===== config.mk =====
export PLATFORM = sky130hd
export DESIGN_NAME = mem_port_arbiter
export DESIGN_NICKNAME = d
export VERILOG_FILES = /design/src/rtl/mem_arb_pkg.sv /design/src/rtl/mem_wait_counter.sv /design/src/rtl/mem_port_arbiter.sv
export SDC_FILE = /design/constraint.sdc
export NUM_CORES = 1
export LEC_CHECK = 0
export BUFFER_PORTS_ARGS = -buffer_cell sky130_fd_sc_hd__buf_2
export CAP_MARGIN = 25
export CORE_ASPECT_RATIO = 0.5
export CORE_MARGIN = 2
export CORE_UTILIZATION = 45
export CTS_CLUSTER_DIAMETER = 200
export DETAILED_ROUTE_END_ITERATION = 6
export GPL_TIMING_DRIVEN = 0
export PLACE_DENSITY_LB_ADDON = 0.12
export REMOVE_ABC_BUFFERS = 1
export SETUP_SLACK_MARGIN = 0.3
export SYNTH_ARGS = -nofsm -noshare
export SYNTH_HDL_FRONTEND = slang
export SYNTH_SLANG_ARGS = --single-unit
export TNS_END_PERCENT = 1

===== constraint.sdc =====
create_clock -name clock -period 8.6 [get_ports clock]
set_clock_uncertainty 0.2 [all_clocks]
set_input_delay 1.29 -clock clock [delete_from_list [all_inputs] [get_ports clock]]
set_output_delay 1.29 -clock clock [all_outputs]
set_load 0.01 [all_outputs]

===== src/rtl/mem_arb_pkg.sv =====
// mem_arb_pkg: shared types and constants for the memory port arbiter.
//   arb_state_t  - sequencer states (IDLE, ACCESS, RESP)
//   requester_t  - which client owns the port (FETCH, DATA)
//   LAT_W        - width of the wait-cycle counter
//   lat_load     - converts a latency in cycles to the counter preload value
`timescale 1ns/1ps
package mem_arb_pkg;

  localparam int LAT_W = 4;

  typedef enum logic [1:0] {IDLE, ACCESS, RESP} arb_state_t;
  typedef enum logic {FETCH, DATA} requester_t;

  // The counter runs LAT-1 down to 0, giving exactly LAT ACCESS cycles.
  function automatic logic [LAT_W-1:0] lat_load(input int lat);
    return LAT_W'(lat - 1);
  endfunction

endpackage


===== src/rtl/mem_wait_counter.sv =====
// mem_wait_counter: loadable down-counter that times memory wait cycles.
//   clock, reset  - clock and asynchronous active-high reset
//   load          - preload count with load_value (has priority over enable)
//   load_value    - preload value
//   enable        - decrement by one per cycle, saturating at zero
//   zero          - count is zero
`timescale 1ns/1ps
module mem_wait_counter
  import mem_arb_pkg::*;
(
  input  logic             clock,
  input  logic             reset,
  input  logic             load,
  input  logic [LAT_W-1:0] load_value,
  input  logic             enable,
  output logic             zero
);

  logic [LAT_W-1:0] count;

  always_ff @(posedge clock or posedge reset) begin
    if (reset) begin
      count <= '0;
    end else if (load) begin
      count <= load_value;
    end else if (enable && (count != '0)) begin
      count <= count - 1'b1;
    end
  end

  assign zero = (count == '0);

endmodule


===== src/rtl/mem_port_arbiter.sv =====
// mem_port_arbiter: sequences the single shared memory port between the
// instruction-fetch path and the load/store path.
//   clock, reset        - clock and asynchronous active-high reset
//   if_req/if_addr      - fetch request (held until if_done) and address
//   if_done/if_rdata    - one-cycle completion pulse and registered fetch data
//   d_req/d_we/d_addr/d_wdata - load/store request, direction, address, data
//   d_done/d_rdata      - one-cycle completion pulse and registered load data
//   mem_addr/mem_wdata/mem_wr - memory port, held for the access latency
//   mem_rdata           - memory read data, captured on the last ACCESS edge
//   busy                - high whenever the sequencer is not IDLE
// Ties in IDLE go to the requester that was not granted last.
`timescale 1ns/1ps
module mem_port_arbiter
  import mem_arb_pkg::*;
#(
  parameter int ADDR_W    = 32,
  parameter int DATA_W    = 32,
  parameter int READ_LAT  = 3,
  parameter int WRITE_LAT = 2
) (
  input  logic              clock,
  input  logic              reset,
  input  logic              if_req,
  input  logic [ADDR_W-1:0] if_addr,
  output logic              if_done,
  output logic [DATA_W-1:0] if_rdata,
  input  logic              d_req,
  input  logic              d_we,
  input  logic [ADDR_W-1:0] d_addr,
  input  logic [DATA_W-1:0] d_wdata,
  output logic              d_done,
  output logic [DATA_W-1:0] d_rdata,
  output logic [ADDR_W-1:0] mem_addr,
  output logic [DATA_W-1:0] mem_wdata,
  output logic              mem_wr,
  input  logic [DATA_W-1:0] mem_rdata,
  output logic              busy
);

  localparam int LAT_MAX = (1 << LAT_W) - 1;

  if (READ_LAT < 1 || READ_LAT > LAT_MAX || WRITE_LAT < 1 || WRITE_LAT > LAT_MAX) begin : g_bad_lat
    $error("mem_port_arbiter: READ_LAT and WRITE_LAT must be in 1..15");
  end

  localparam logic [LAT_W-1:0] READ_LOAD  = lat_load(READ_LAT);
  localparam logic [LAT_W-1:0] WRITE_LOAD = lat_load(WRITE_LAT);

  arb_state_t        state, next_state;
  requester_t        last_grant, grant_sel;
  logic              grant;
  logic              cnt_zero;
  logic [LAT_W-1:0]  load_value;
  logic [ADDR_W-1:0] addr_q;
  logic [DATA_W-1:0] wdata_q;
  logic              we_q;

  always_ff @(posedge clock or posedge reset) begin
    if (reset) begin
      state <= IDLE;
    end else begin
      state <= next_state;
    end
  end

  always_comb begin
    next_state = state;
    grant      = 1'b0;
    grant_sel  = last_grant;
    busy       = 1'b0;
    mem_wr     = 1'b0;
    if_done    = 1'b0;
    d_done     = 1'b0;
    case (state)
      IDLE: begin
        if (if_req || d_req) begin
          grant      = 1'b1;
          next_state = ACCESS;
          grant_sel  = (d_req && (!if_req || last_grant == FETCH)) ? DATA : FETCH;
        end
      end
      ACCESS: begin
        busy   = 1'b1;
        mem_wr = we_q;
        if (cnt_zero) next_state = RESP;
      end
      RESP: begin
        busy       = 1'b1;
        if_done    = (last_grant == FETCH);
        d_done     = (last_grant == DATA);
        next_state = IDLE;
      end
      default: next_state = IDLE;
    endcase
  end

  // Fetches are always reads, so only a data write uses the write latency.
  assign load_value = (grant_sel == DATA && d_we) ? WRITE_LOAD : READ_LOAD;

  mem_wait_counter u_wait (
    .clock      (clock),
    .reset      (reset),
    .load       (grant),
    .load_value (load_value),
    .enable     (state == ACCESS),
    .zero       (cnt_zero)
  );

  // last_grant doubles as the owner of the access in flight.
  always_ff @(posedge clock or posedge reset) begin
    if (reset) begin
      last_grant <= FETCH;
      addr_q     <= '0;
      wdata_q    <= '0;
      we_q       <= 1'b0;
      if_rdata   <= '0;
      d_rdata    <= '0;
    end else begin
      if (grant) begin
        last_grant <= grant_sel;
        if (grant_sel == DATA) begin
          addr_q  <= d_addr;
          we_q    <= d_we;
          wdata_q <= d_wdata;
        end else begin
          addr_q  <= if_addr;
          we_q    <= 1'b0;
        end
      end
      if (state == ACCESS && cnt_zero && !we_q) begin
        if (last_grant == DATA) d_rdata  <= mem_rdata;
        else                    if_rdata <= mem_rdata;
      end
    end
  end

  assign mem_addr  = addr_q;
  assign mem_wdata = wdata_q;

endmodule

Yosys cells after proc, flatten, opt, wreduce, memory -nomap -nowiden
Cells that the tools add are included.
{"block": "word_totals", "register_bits": 136, "input_bits": 133, "out_inout_bits": 132, "word_cells": 49}
{"block": "op_classes", "add_sub_neg": 1, "eq_ne": 4, "mux": 17, "bitwise_logic": 1, "n_reduce_logical": 18}
{"op": "2-to-1 mux 32 bit", "count": 1}
{"op": "2-to-1 mux 1 bit", "count": 10}
{"op": "2-to-1 mux 4 bit", "count": 2}
{"op": "AND reduction 2 bit", "count": 4}
{"op": "2-to-1 mux 2 bit", "count": 3}
{"op": "logical AND 1 bit", "count": 5}
{"op": "zero test 4 bit", "count": 1}
{"op": "!= test 2 bit, second input constant", "count": 2}
{"op": "one-hot mux 2 bit (2 select lines)", "count": 1}
{"op": "nonzero test 4 bit", "count": 1}
{"op": "subtractor 4 x 1 -> 4 bit, second input constant", "count": 1}
{"op": "== test 2 x 1 -> 1 bit, second input constant", "count": 1}
{"op": "== test 2 bit, second input constant", "count": 1}
{"op": "zero test 1 bit", "count": 2}
{"op": "zero test 2 bit", "count": 1}
{"op": "logical OR 1 bit", "count": 2}
{"op": "nonzero test 2 bit", "count": 1}
{"op": "OR reduction 2 bit", "count": 1}
{"op": "NOT 1 bit", "count": 1}

Longest topological paths before layout
Gate-level depths: netlist of the first run.
{"block": "logic_depth", "word_depth": 9, "depth_mapped": 7}

Cells and area by module
From an unflattened synthesis of the first run, not the netlist that was laid out.
{"block": "unflattened", "hier_cells": 448, "hier_area_um2": 5835.6}
{"module": "mem_port_arbiter", "instances": 1, "cells_each": 420, "area_each_um2": 5574.1}
{"module": "mem_wait_counter", "instances": 1, "cells_each": 28, "area_each_um2": 261.5}

Worst setup path after synthesis of the first run
No wires, ideal clock.
{"block": "synth_timing", "path_kind": "input-to-reg", "startpoint": "input port d_req", "endpoint": "register wdata_q[0] (netlist: mem_wdata[0])", "setup_ns": 0.125, "arrival_time_ns": 2.303, "path_slack_ns": 5.972, "path_stages": 5, "cell_sequence": "buf_2 nand2_1 a21oi_2 buf_2 mux2_2"}
{"block": "synth_between", "elab_chain_len": 5}
{"element": "start, declared", "line": "mem_port_arbiter.sv:27", "text": "input logic d_req,"}
{"element": "logical AND 1 bit", "line": "mem_port_arbiter.sv:79", "text": "grant_sel = (d_req && (!if_req || last_grant == FETCH)) ? DATA : FETCH;"}
{"element": "2-to-1 mux 1 bit", "line": "mem_port_arbiter.sv:79"}
{"element": "2-to-1 mux 1 bit", "line": "mem_port_arbiter.sv:76", "text": "if (if_req || d_req) begin"}
{"element": "2-to-1 mux 1 bit", "line": "mem_port_arbiter.sv:74", "text": "case (state)"}
{"element": "AND reduction 2 bit (no line) *"}
{"element": "end signal, assigned", "line": "mem_port_arbiter.sv:124", "text": "wdata_q <= d_wdata;"}
{"element": "end, declared", "line": "mem_port_arbiter.sv:55", "text": "logic [DATA_W-1:0] wdata_q;"}
Every way passes the cells marked *; elsewhere a longest branch is shown, timed or not.
A chain may end at the register's enable or synchronous reset.

Worst setup path after layout of the first run
{"block": "layout_timing", "startpoint": "input port d_req", "endpoint": "register addr_q[22] (netlist: mem_addr[22])"}
{"block": "layout_between", "elab_chain_len": 5}
{"element": "logical AND 1 bit", "line": "mem_port_arbiter.sv:79"}
{"element": "2-to-1 mux 1 bit", "line": "mem_port_arbiter.sv:79"}
{"element": "2-to-1 mux 1 bit", "line": "mem_port_arbiter.sv:76"}
{"element": "2-to-1 mux 1 bit", "line": "mem_port_arbiter.sv:74"}
{"element": "2-to-1 mux 32 bit", "line": "mem_port_arbiter.sv:121", "text": "if (grant_sel == DATA) begin"}
{"element": "end signal, assigned", "line": "mem_port_arbiter.sv:122", "text": "addr_q <= d_addr;"}
{"element": "end signal, assigned", "line": "mem_port_arbiter.sv:126", "text": "addr_q <= if_addr;"}
{"element": "end, declared", "line": "mem_port_arbiter.sv:54", "text": "logic [ADDR_W-1:0] addr_q;"}
Parallel ways exist; a longest one is shown, timed or not.

==> run_results.csv, run 1 <==
group,metric,value,unit
clock_tree,ctsHoldBuffers,0,
worst_setup_path,critPathMaxFanout,36,
clock_tree,tritoncts_num_sinks,136,
clock_tree,clock_root_buffer_master,"sky130_fd_sc_hd__clkbuf_16",
yosys,synth.most_common_cell,"sky130_fd_sc_hd__dfrtp_1",
floorplanning,height_of_the_chip,85.6,um
power_and_ir_drop,power_per_cell_area,393,nW/um^2
job,maximum_capacitance_violations,0,
yosys,synth_top_cells_by_count,"sky130_fd_sc_hd__dfrtp_1, sky130_fd_sc_hd__mux2_2, sky130_fd_sc_hd__inv_1, sky130_fd_sc_hd__nand2_1, sky130_fd_sc_hd__mux2_4",
clock_tree,maximum_root_to_sink_buffer_count,2,
worst_setup_path,critical_path.startpoint_type,"input port",
worst_setup_path,timing.reg2reg.worst_path_depth,6,
drt,drt_wl_total,15000,um
power_and_ir_drop,max-vdd-ir-drop,150,uV
drt,drc_errors,14,
clock_tree,clkLatencyLatePin,0.40,ns
sta,layout_min_cycle_time,3.17,ns
floorplanning,die_width,167,um
clock_tree,htreeDepth,4,
placement,placed_cells,850,
sta,max_slew_vio_count,0,
layout,fin_area,8120,um^2
worst_setup_path,critical_path.reg2reg.endpoint,"mem_addr[22]",
power_and_ir_drop,clock_power_share,23.8,%
grt,grt_usage,21.1,%
grt,largest_net_degree_at_the_start_of_global_routing,101,
yosys,ys_seq_area_share,56.7,%
outcome,violations,"design-rule violations",
placement,finalWeightedCongestion,0.756,
yosys,syn-instance-count,444,
sta,report.final.setup_viol,0,
worst_setup_path,worstReg2RegStart,"state[0]",
worst_setup_path,setup.worst_path.class,"input port to flip-flop",
grt,first_pass_grt_wire_length,23600,um
layout,antenna_cells_inserted,0,
drt,via_count,4468,
yosys,postSynthRegisterBits,136,
layout,post_layout_instance_count_excluding_filler_cells,882,
worst_setup_path,cp-end-kind,"flip-flop",
worst_hold_path,min-delay-path-class,"flip-flop to flip-flop",
power_and_ir_drop,p_comb_share,40.9,%
clock_tree,cts-buffers-inserted,17,
floorplanning,floorplan.rows,29,
grt,grt_overflow,0,
grt,grt_antenna_before_repair,0,
sta,finalHoldViolCount,0,
drt,detail_route.iter0.violations,231,
outcome,run_status,"finished, violations left",
placement,placed_cell_area,7510,um^2
power_and_ir_drop,report.power.total,0.00319,W
grt,vias_in_the_first_global_route,4486,
clock_tree,post_cts_resize_count,0,
sta,slew_headroom,41.9,%
layout,flow.area_growth_from_synthesis,35.4,%
yosys,yosys.area.top_type_share,56.7,%
floorplanning,floorplan.die_area,14300,um^2
sta,timing.fmax,316,MHz
placement,dp_hpwl,10400,um
power_and_ir_drop,p_int,0.00207,W
worst_setup_path,worst_setup_path_startpoint,"d_req",
yosys,yosys-top-cells-area,"sky130_fd_sc_hd__dfrtp_1, sky130_fd_sc_hd__mux2_2, sky130_fd_sc_hd__mux2_4, sky130_fd_sc_hd__o2111ai_1, sky130_fd_sc_hd__o311ai_0",
drt,detail_route.wl_per_cell,17.0,um
sta,worst_pin_slew,0.870,ns
floorplanning,effective_utilization_at_floorplan,46.7,%
yosys,synth_area_leader,"sky130_fd_sc_hd__dfrtp_1",
clock_tree,post-cts-setup-buffer-count,0,
power_and_ir_drop,seq_power_share,35.4,%
yosys,syn-cell-area,6000,um^2
placement,portBuffers,264,
yosys,count_of_flip_flops_with_a_built_in_enable_after_synthesis,0,
sta,min_period_over_period,36.8,%
yosys,synth_ff_type,"sky130_fd_sc_hd__dfrtp_1",
clock_tree,cts_tree,"yes",
worst_setup_path,ff2ff_setup_slack,5.68,ns
drt,drt-vias-per-instance,5.07,
worst_setup_path,cp_data_arrival_time,3.19,ns
power_and_ir_drop,power.switching,0.00112,W
worst_setup_path,destination_of_the_critical_timing_path,"mem_addr[22]",
layout,layout-drive-gt1-share,57.3,%
sta,setup_tns,0,ns
layout,fin_nets,839,
worst_setup_path,cp_required,8.63,ns
yosys,postSynthAreaPerCell,13.5,um^2
drt,drt.antenna.violating_nets,0,
yosys,asyncSetResetFlopFracSynth,100,%
floorplanning,top_level_ports,265,
yosys,yosysWarningCount,0,
drt,drt-pass1-iter-count,7,
floorplanning,core,12800,um^2
yosys,synth.distinct_cells,30,
sta,rsz0062_at_grt,"false",
clock_tree,clkTransAtPathRegs,0.06,ns
power_and_ir_drop,p_leak,4.12,nW
power_and_ir_drop,switching_share,35.1,%
critical path, cell delays in order:
cell,delay [ns]
sky130_fd_sc_hd__buf_2,0.59
sky130_fd_sc_hd__nand2_1,0.25
sky130_fd_sc_hd__a21oi_2,0.66
sky130_fd_sc_hd__buf_8,0.25
sky130_fd_sc_hd__o311ai_0,0.14
kinds of logic (layout without fill, tap and decap cells):
group	after synthesis	count (layout)	synth area share, %
flip-flops	136	136	56.7
buffers and inverters	74	342	5.55
multiplexers	100	100	21.0
adder cells (fa/ha/maj)	7	7	1.46
AO/OA/AOI/OAI	74	74	10.6
AND/OR/NAND/NOR	53	53	4.59
area by class of cell:
type | count | area (um^2)
fillers | 1062 | 4720
flip-flops and latches | 136 | 3400
multi-input cells | 234 | 2280
repair buffers | 270 | 1460
clock buffers | 18 | 429
well taps | 170 | 213
clock inverters | 14 | 185
inverters | 40 | 155
per-layer routing:
layer / vias to the layer above / global-route usage [%] / wire length [um]
met5: - / 0 / 0
met1: 2173 / 26.9 / 6400
met4: 0 / 6.56 / 136
li1: 2122 / - / -
met3: 10 / 6.46 / 1200
met2: 163 / 35.1 / 7270
power by group through the flow:
stage	logic (W)	clock network [W]	registers [W]
final	0.00130	0.000758	0.00113
after detailed placement	0.00133	0	0.00113
after floorplan	0.000606	0	0.00128
after global routing	0.00141	0.000801	0.00117
after global placement	0.00126	0	0.00112
after CTS	0.00132	0.000773	0.00113
registers in the layout, summed over array words and instances, names as in the netlist:
register	flops
d_rdata	32
mem_wdata	32
mem_addr	32
u_wait.count	4
state	2
if_rdata	32
last_grant	1
we_q	1
per-stage QoR:
step	setup WS [ns]	utilization, %	hold WS, ns
floorplan	3.47	-	0.261
global placement	1.75	57.2	0.282
detailed placement	5.05	58.4	0.286
CTS	5.43	63.2	0.301
global route	5.33	63.2	0.310
finish	5.43	63.2	0.297
placed cells by master, fill, tap and decap left out, types with 2 or more instances in the layout:
cell                         synthesis  routed
sky130_fd_sc_hd__and2_1              2       2
sky130_fd_sc_hd__mux2_4             37      37
sky130_fd_sc_hd__a22oi_1             2       2
sky130_fd_sc_hd__ha_1                7       7
sky130_fd_sc_hd__nand3_1             2       2
sky130_fd_sc_hd__mux2i_1             2       2
sky130_fd_sc_hd__dfrtp_1           136     136
sky130_fd_sc_hd__o2111ai_1          33      33
sky130_fd_sc_hd__buf_2               8     264
sky130_fd_sc_hd__clkinvlp_4          0       3
sky130_fd_sc_hd__inv_6               0       7
sky130_fd_sc_hd__inv_1              39      38
sky130_fd_sc_hd__bufinv_16           0       3
sky130_fd_sc_hd__o311ai_0           30      30
sky130_fd_sc_hd__clkbuf_16           0      17
sky130_fd_sc_hd__nand2_1            38      38
sky130_fd_sc_hd__o21ai_0             2       2
sky130_fd_sc_hd__buf_16              0       3
sky130_fd_sc_hd__nand4_4             2       2
sky130_fd_sc_hd__nand2b_1            3       3
sky130_fd_sc_hd__o311ai_1            2       2
sky130_fd_sc_hd__mux2_2             61      61
sky130_fd_sc_hd__buf_12              0       2
worst min-delay path by stage:
stage	from	to	cells past startpoint	slack, ns
6_report	if_rdata[17]	if_rdata[17]	1	0.30
5_1_grt	if_rdata[19]	if_rdata[19]	1	0.31
4_1_cts	if_rdata[24]	if_rdata[24]	1	0.30
3_5_place_dp	d_rdata[8]	d_rdata[8]	1	0.29
3_3_place_gp	if_rdata[6]	if_rdata[6]	1	0.28
2_1_floorplan	we_q	we_q	2	0.26
(Power assumes the default switching activity.)
==> inputs of run 2 (changes only) <==
CORE_UTILIZATION = 43   (was 45)
clock period = 2.9 ns   (was 8.6 ns; I/O delays follow)
==> run 2 against run 1 <==
  * The flow now finishes without violations
  * Core utilization down 3.2 points
  * Total power rose to 3.0 times the previous value
  * Worst setup slack worse by 5.2 ns
  * Combinational power rose to 3.0 times the previous value
  * Sequential cell count unchanged
  * Non-clock buffer count down 1
  * Via count up 1.5%
==> run_results.csv, run 2 (synthesis gave the netlist of run 1 again) <==
group,metric,value,unit
clock_tree,tritoncts_num_sinks,136,
grt,largest_net_degree_at_the_start_of_global_routing,79,
clock_tree,cts_tree,"yes",
job,maximum_capacitance_violations,0,
layout,fin_nets,839,
drt,detail_route.iter0.violations,198,
grt,grt_usage,20.3,%
clock_tree,cts-buffers-inserted,17,
power_and_ir_drop,report.power.total,0.00949,W
layout,layout-drive-gt1-share,57.4,%
sta,layout_min_cycle_time,2.69,ns
drt,drt.antenna.violating_nets,0,
layout,flow.area_growth_from_synthesis,36.0,%
floorplanning,die_width,171,um
worst_setup_path,setup.worst_path.class,"flip-flop to flip-flop",
worst_setup_path,critical_path.startpoint_type,"flip-flop",
drt,drc_errors,0,
drt,via_count,4533,
outcome,run_status,"complete, no violations",
floorplanning,floorplan.rows,30,
sta,finalHoldViolCount,0,
layout,most_used_cells_in_the_layout_excluding_fill_and_tap_cells,"sky130_fd_sc_hd__buf_2, sky130_fd_sc_hd__dfrtp_1, sky130_fd_sc_hd__mux2_2, sky130_fd_sc_hd__nand2_1, sky130_fd_sc_hd__inv_1",
drt,drt-pass1-iter-count,4,
drt,drt-vias-per-instance,5.02,
clock_tree,htreeDepth,4,
floorplanning,height_of_the_chip,87.5,um
worst_setup_path,worstReg2RegStart,"last_grant",
grt,grt_overflow,0,
floorplanning,core,13600,um^2
power_and_ir_drop,p_leak,4.11,nW
sta,report.final.setup_viol,0,
floorplanning,top_level_ports,265,
sta,worst_pin_slew,0.952,ns
worst_hold_path,min-delay-path-class,"input port to flip-flop",
clock_tree,clock_root_buffer_master,"sky130_fd_sc_hd__clkbuf_16",
layout,multiInputGateArea,2310,um^2
worst_setup_path,ff2ff_setup_slack,0.21,ns
layout,sequential_cell_area,3400,um^2
sta,min_period_over_period,92.9,%
placement,dp_hpwl,10100,um
grt,vias_in_the_first_global_route,4398,
worst_setup_path,cp-end-kind,"flip-flop",
sta,layout_setup_ws,0.205,ns
layout,layout.cells.most_common,"sky130_fd_sc_hd__buf_2",
grt,first_pass_grt_wire_length,23300,um
clock_tree,clkTransAtPathRegs,0.06,ns
sta,timing.fmax,371,MHz
power_and_ir_drop,power_per_cell_area,1160,nW/um^2
grt,grt_antenna_before_repair,0,
drt,detail_route.wl_per_cell,16.7,um
worst_setup_path,cp_data_arrival_time,2.78,ns
worst_setup_path,critical_path.reg2reg.endpoint,"if_rdata[13]",
clock_tree,maximum_root_to_sink_buffer_count,2,
worst_setup_path,destination_of_the_critical_timing_path,"if_rdata[13]",
floorplanning,floorplan.die_area,15000,um^2
sta,rsz0062_at_grt,"true",
worst_setup_path,cp_required,2.98,ns
clock_tree,clkLatencyLatePin,0.40,ns
worst_setup_path,critPathMaxFanout,36,
placement,preCtsSetupSlack,-0.0797,ns
worst_setup_path,timing.reg2reg.worst_path_depth,3,
power_and_ir_drop,max-vdd-ir-drop,437,uV
drt,drt_wl_total,15100,um
floorplanning,effective_utilization_at_floorplan,44.1,%
sta,max_slew_vio_count,0,
layout,fillerInstances,1160,
worst_setup_path,worst_setup_path_startpoint,"last_grant",
placement,finalWeightedCongestion,0.796,
placement,portBuffers,264,
sta,slew_headroom,36.3,%
layout,antenna_cells_inserted,0,
## run 2: timing repair
action	in CTS	in global routing
setup endpoints to repair	126	108
cloned	1	0
hold buffers	1	0
setup buffers	0	0
gates resized for setup	2	0
pin swaps	2	0
endpoints found under the hold margin	58	0
## run 2: worst max-delay path, cell delays in order (launching register included)
cell and delay [ns]:
sky130_fd_sc_hd__dfrtp_1 0.49, sky130_fd_sc_hd__inv_2 0.61, sky130_fd_sc_hd__nand4_4 0.71, sky130_fd_sc_hd__mux2_4 0.52
## run 2: cell type report
type,count,share of cell area [%]
well taps,192,2.94
flip-flops and latches,136,41.7
clock inverters,14,2.45
clock buffers,17,5.21
multi-input cells,235,28.4
inverters,40,1.90
repair buffers,269,17.4
## run 2: worst min path at each step
stage / start / end / slack [ns] / cells after the start
finish: d_wdata[24] / mem_wdata[24] / 0.06 / 2
global route: d_wdata[6] / mem_wdata[6] / 0.04 / 2
CTS: d_wdata[9] / mem_wdata[9] / 0.04 / 2
detailed placement: we_q / we_q / 0.28 / 2
global placement: mem_addr[0] / mem_addr[0] / 0.28 / 2
floorplan: we_q / we_q / 0.26 / 2
## run 2: power by group
group,internal [W],switching [W],leakage [nW],total (W)
Sequential,0.00285,0.000478,1.62,0.00333
Clock,0.00144,0.000842,0.296,0.00229
Combinational,0.00188,0.00199,2.19,0.00387
## run 2: through the flow
stage	area, um^2	hold WS (ns)	instances	utilization, %	TNS [ns]
5_1_grt	8160	0.0444	903	60.0	0
6_report	8160	0.0636	903	60.0	0
4_1_cts	8160	0.0434	903	60.0	0
2_1_floorplan	5820	0.261	410	-	-193.21
3_3_place_gp	7380	0.281	866	54.3	-496.69
3_5_place_dp	7500	0.285	870	55.2	-1.28
## run 2: layer usage
| layer | part of all wire [%] | wire length, um | up-vias | GRT usage (%) |
|---|---|---|---|---|
| met3 | 7.7 | 1160 | 13 | 6.32 |
| met5 | 0 | 0 | - | 0 |
| met4 | 1.1 | 163 | 0 | 6.70 |
| li1 | - | - | 2135 | - |
| met2 | 48 | 7280 | 175 | 34.3 |
| met1 | 43 | 6480 | 2210 | 25.0 |
==> inputs of run 3 (changes only) <==
SETUP_SLACK_MARGIN = not set   (was 0.3)
==> run 3 against run 2 <==
  * Global-route usage down 0.37 points
  * Sequential power about the same
  * Final area decreased by 0.20%
  * Worst setup slack barely moved
==> run_results.csv, run 3 (synthesis gave the netlist of run 1 again) <==
group,metric,value,unit
outcome,run_status,"complete, no violations",
placement,placed_cells,870,
grt,first_pass_grt_wire_length,23000,um
worst_setup_path,cp_data_arrival_time,2.78,ns
grt,largest_net_degree_at_the_start_of_global_routing,79,
floorplanning,top_level_ports,265,
grt,grt_usage,19.9,%
sta,slew_headroom,36.4,%
grt,grt_antenna_before_repair,0,
worst_hold_path,min_delay_path_depth,2,
power_and_ir_drop,power_per_cell_area,1160,nW/um^2
layout,fin_area,8140,um^2
worst_setup_path,critical_path.reg2reg.endpoint,"if_rdata[10]",
layout,antenna_cells_inserted,0,
placement,dp_hpwl,10100,um
drt,drc_errors,0,
layout,layout.cells.most_common,"sky130_fd_sc_hd__buf_2",
worst_hold_path,hold_path_startpoint,"d_wdata[24]",
sta,rsz0062_at_grt,"false",
clock_tree,clkLatencyLatePin,0.40,ns
worst_setup_path,timing.reg2reg.worst_path_depth,3,
sta,max_slew_vio_count,0,
floorplanning,die_width,171,um
placement,portBuffers,264,
worst_setup_path,worstReg2RegStart,"last_grant",
floorplanning,height_of_the_chip,87.5,um
grt,grt_overflow,0,
power_and_ir_drop,switching_share,34.7,%
clock_tree,maximum_root_to_sink_buffer_count,2,
layout,multiInputGateArea,2300,um^2
power_and_ir_drop,p_comb_share,40.5,%
sta,report.final.setup_viol,0,
clock_tree,tritoncts_num_sinks,136,
power_and_ir_drop,max-vdd-ir-drop,437,uV
sta,timing.fmax,371,MHz
floorplanning,floorplan.rows,30,
floorplanning,effective_utilization_at_floorplan,44.1,%
drt,detail_route.wl_per_cell,16.4,um
layout,fillerInstances,1160,
drt,drt.antenna.violating_nets,0,
worst_setup_path,critPathMaxFanout,35,
power_and_ir_drop,power.switching,0.00328,W
sta,finalHoldViolCount,0,
drt,drt-vias-per-instance,4.96,
layout,post_layout_instance_count_excluding_filler_cells,902,
job,maximum_capacitance_violations,0,
power_and_ir_drop,p_leak,4.11,nW
drt,via_count,4471,
power_and_ir_drop,clock_power_share,24.2,%
drt,drt-pass1-iter-count,4,
sta,min_period_over_period,92.9,%
drt,detail_route.iter0.violations,159,
worst_setup_path,setup.worst_path.class,"flip-flop to flip-flop",
placement,placed_cell_area,7500,um^2
layout,layout-drive-gt1-share,57.3,%
worst_hold_path,hold-path-endpoint,"mem_wdata[24]",
power_and_ir_drop,p_int,0.00617,W
layout,sequential_cell_area,3400,um^2
worst_setup_path,cp_required,2.98,ns
layout,fin_nets,838,
drt,drt_wl_total,14800,um
sta,layout_min_cycle_time,2.69,ns
clock_tree,cts-buffers-inserted,17,
layout,layout.core_utilization,59.9,%
placement,finalWeightedCongestion,0.796,
clock_tree,post-cts-setup-buffer-count,0,
power_and_ir_drop,seq_power_share,35.3,%
worst_hold_path,min-delay-path-class,"input port to flip-flop",
grt,vias_in_the_first_global_route,4365,
clock_tree,clock_root_buffer_master,"sky130_fd_sc_hd__clkbuf_16",
worst_setup_path,ff2ff_setup_slack,0.21,ns
clock_tree,clkTransAtPathRegs,0.06,ns
layout,flow.area_growth_from_synthesis,35.8,%
clock_tree,cts_tree,"yes",
sta,worst_pin_slew,0.951,ns
floorplanning,floorplan.die_area,15000,um^2
sta,setup_tns,0,ns
worst_setup_path,cp-end-kind,"flip-flop",
layout,most_used_cells_in_the_layout_excluding_fill_and_tap_cells,"sky130_fd_sc_hd__buf_2, sky130_fd_sc_hd__dfrtp_1, sky130_fd_sc_hd__mux2_2, sky130_fd_sc_hd__nand2_1, sky130_fd_sc_hd__inv_1",
clock_tree,htreeDepth,4,
worst_setup_path,critical_path.startpoint_type,"flip-flop",
floorplanning,core,13600,um^2
run 3: changes by cell type in the layout (fill, tap and decap cells not counted), sizes merged:
cell and change:
a21oi -1
run 3: what timing repair did:
action,4_1_cts,5_1_grt
hold buffers,1,0
setup endpoints to repair,29,0
gates resized for setup,1,0
hold endpoints to repair,58,0
run 3: critical path, stage by stage, from the launching register on:
cell and delay (ns):
sky130_fd_sc_hd__dfrtp_1 0.48, sky130_fd_sc_hd__inv_2 0.57, sky130_fd_sc_hd__nand4_4 0.76, sky130_fd_sc_hd__mux2_4 0.54
run 3: metrics by stage:
step	total power, W	setup slack [ns]	hold slack (ns)
floorplan	0.00558	-1.37	0.261
global placement	0.00706	-3.11	0.281
detailed placement	0.00722	-0.0797	0.285
CTS	0.00957	0.166	0.0434
global route	0.0101	0.0352	0.0444
finish	0.00945	0.205	0.0613
run 3: worst max path at each step:
| stage | to | from |
|---|---|---|
| 2_1_floorplan | d_rdata[0] | reset |
| 3_3_place_gp | if_rdata[27] | reset |
| 3_5_place_dp | mem_addr[18] | state[0] |
| 4_1_cts | if_rdata[15] | last_grant |
| 5_1_grt | if_rdata[13] | last_grant |
| 6_report | if_rdata[10] | last_grant |
run 3: layout make-up:
type / count / area share [%]
Sequential cell: 136 / 41.8
Timing Repair Buffer: 269 / 17.5
Multi-Input combinational cell: 234 / 28.2
Clock inverter: 14 / 2.46
Clock buffer: 17 / 5.22
Inverter: 40 / 1.91
Tap cell: 192 / 2.95
run 3: per-layer routing:
layer,up-vias,track usage [%],share of wire (%)
met5,-,0,0
met4,0,6.55,1.2
met3,15,6.32,7.7
met2,167,33.5,48
met1,2164,24.6,43
li1,2125,-,-
run 3: power by group through the flow:
| stage | Clock [W] | Combinational, W | Sequential, W |
|---|---|---|---|
| CTS | 0.00234 | 0.00389 | 0.00333 |
| global placement | 0 | 0.00373 | 0.00333 |
| finish | 0.00229 | 0.00383 | 0.00333 |
| detailed placement | 0 | 0.00387 | 0.00335 |
| global route | 0.00242 | 0.00419 | 0.00345 |
| floorplan | 0 | 0.00180 | 0.00378 |
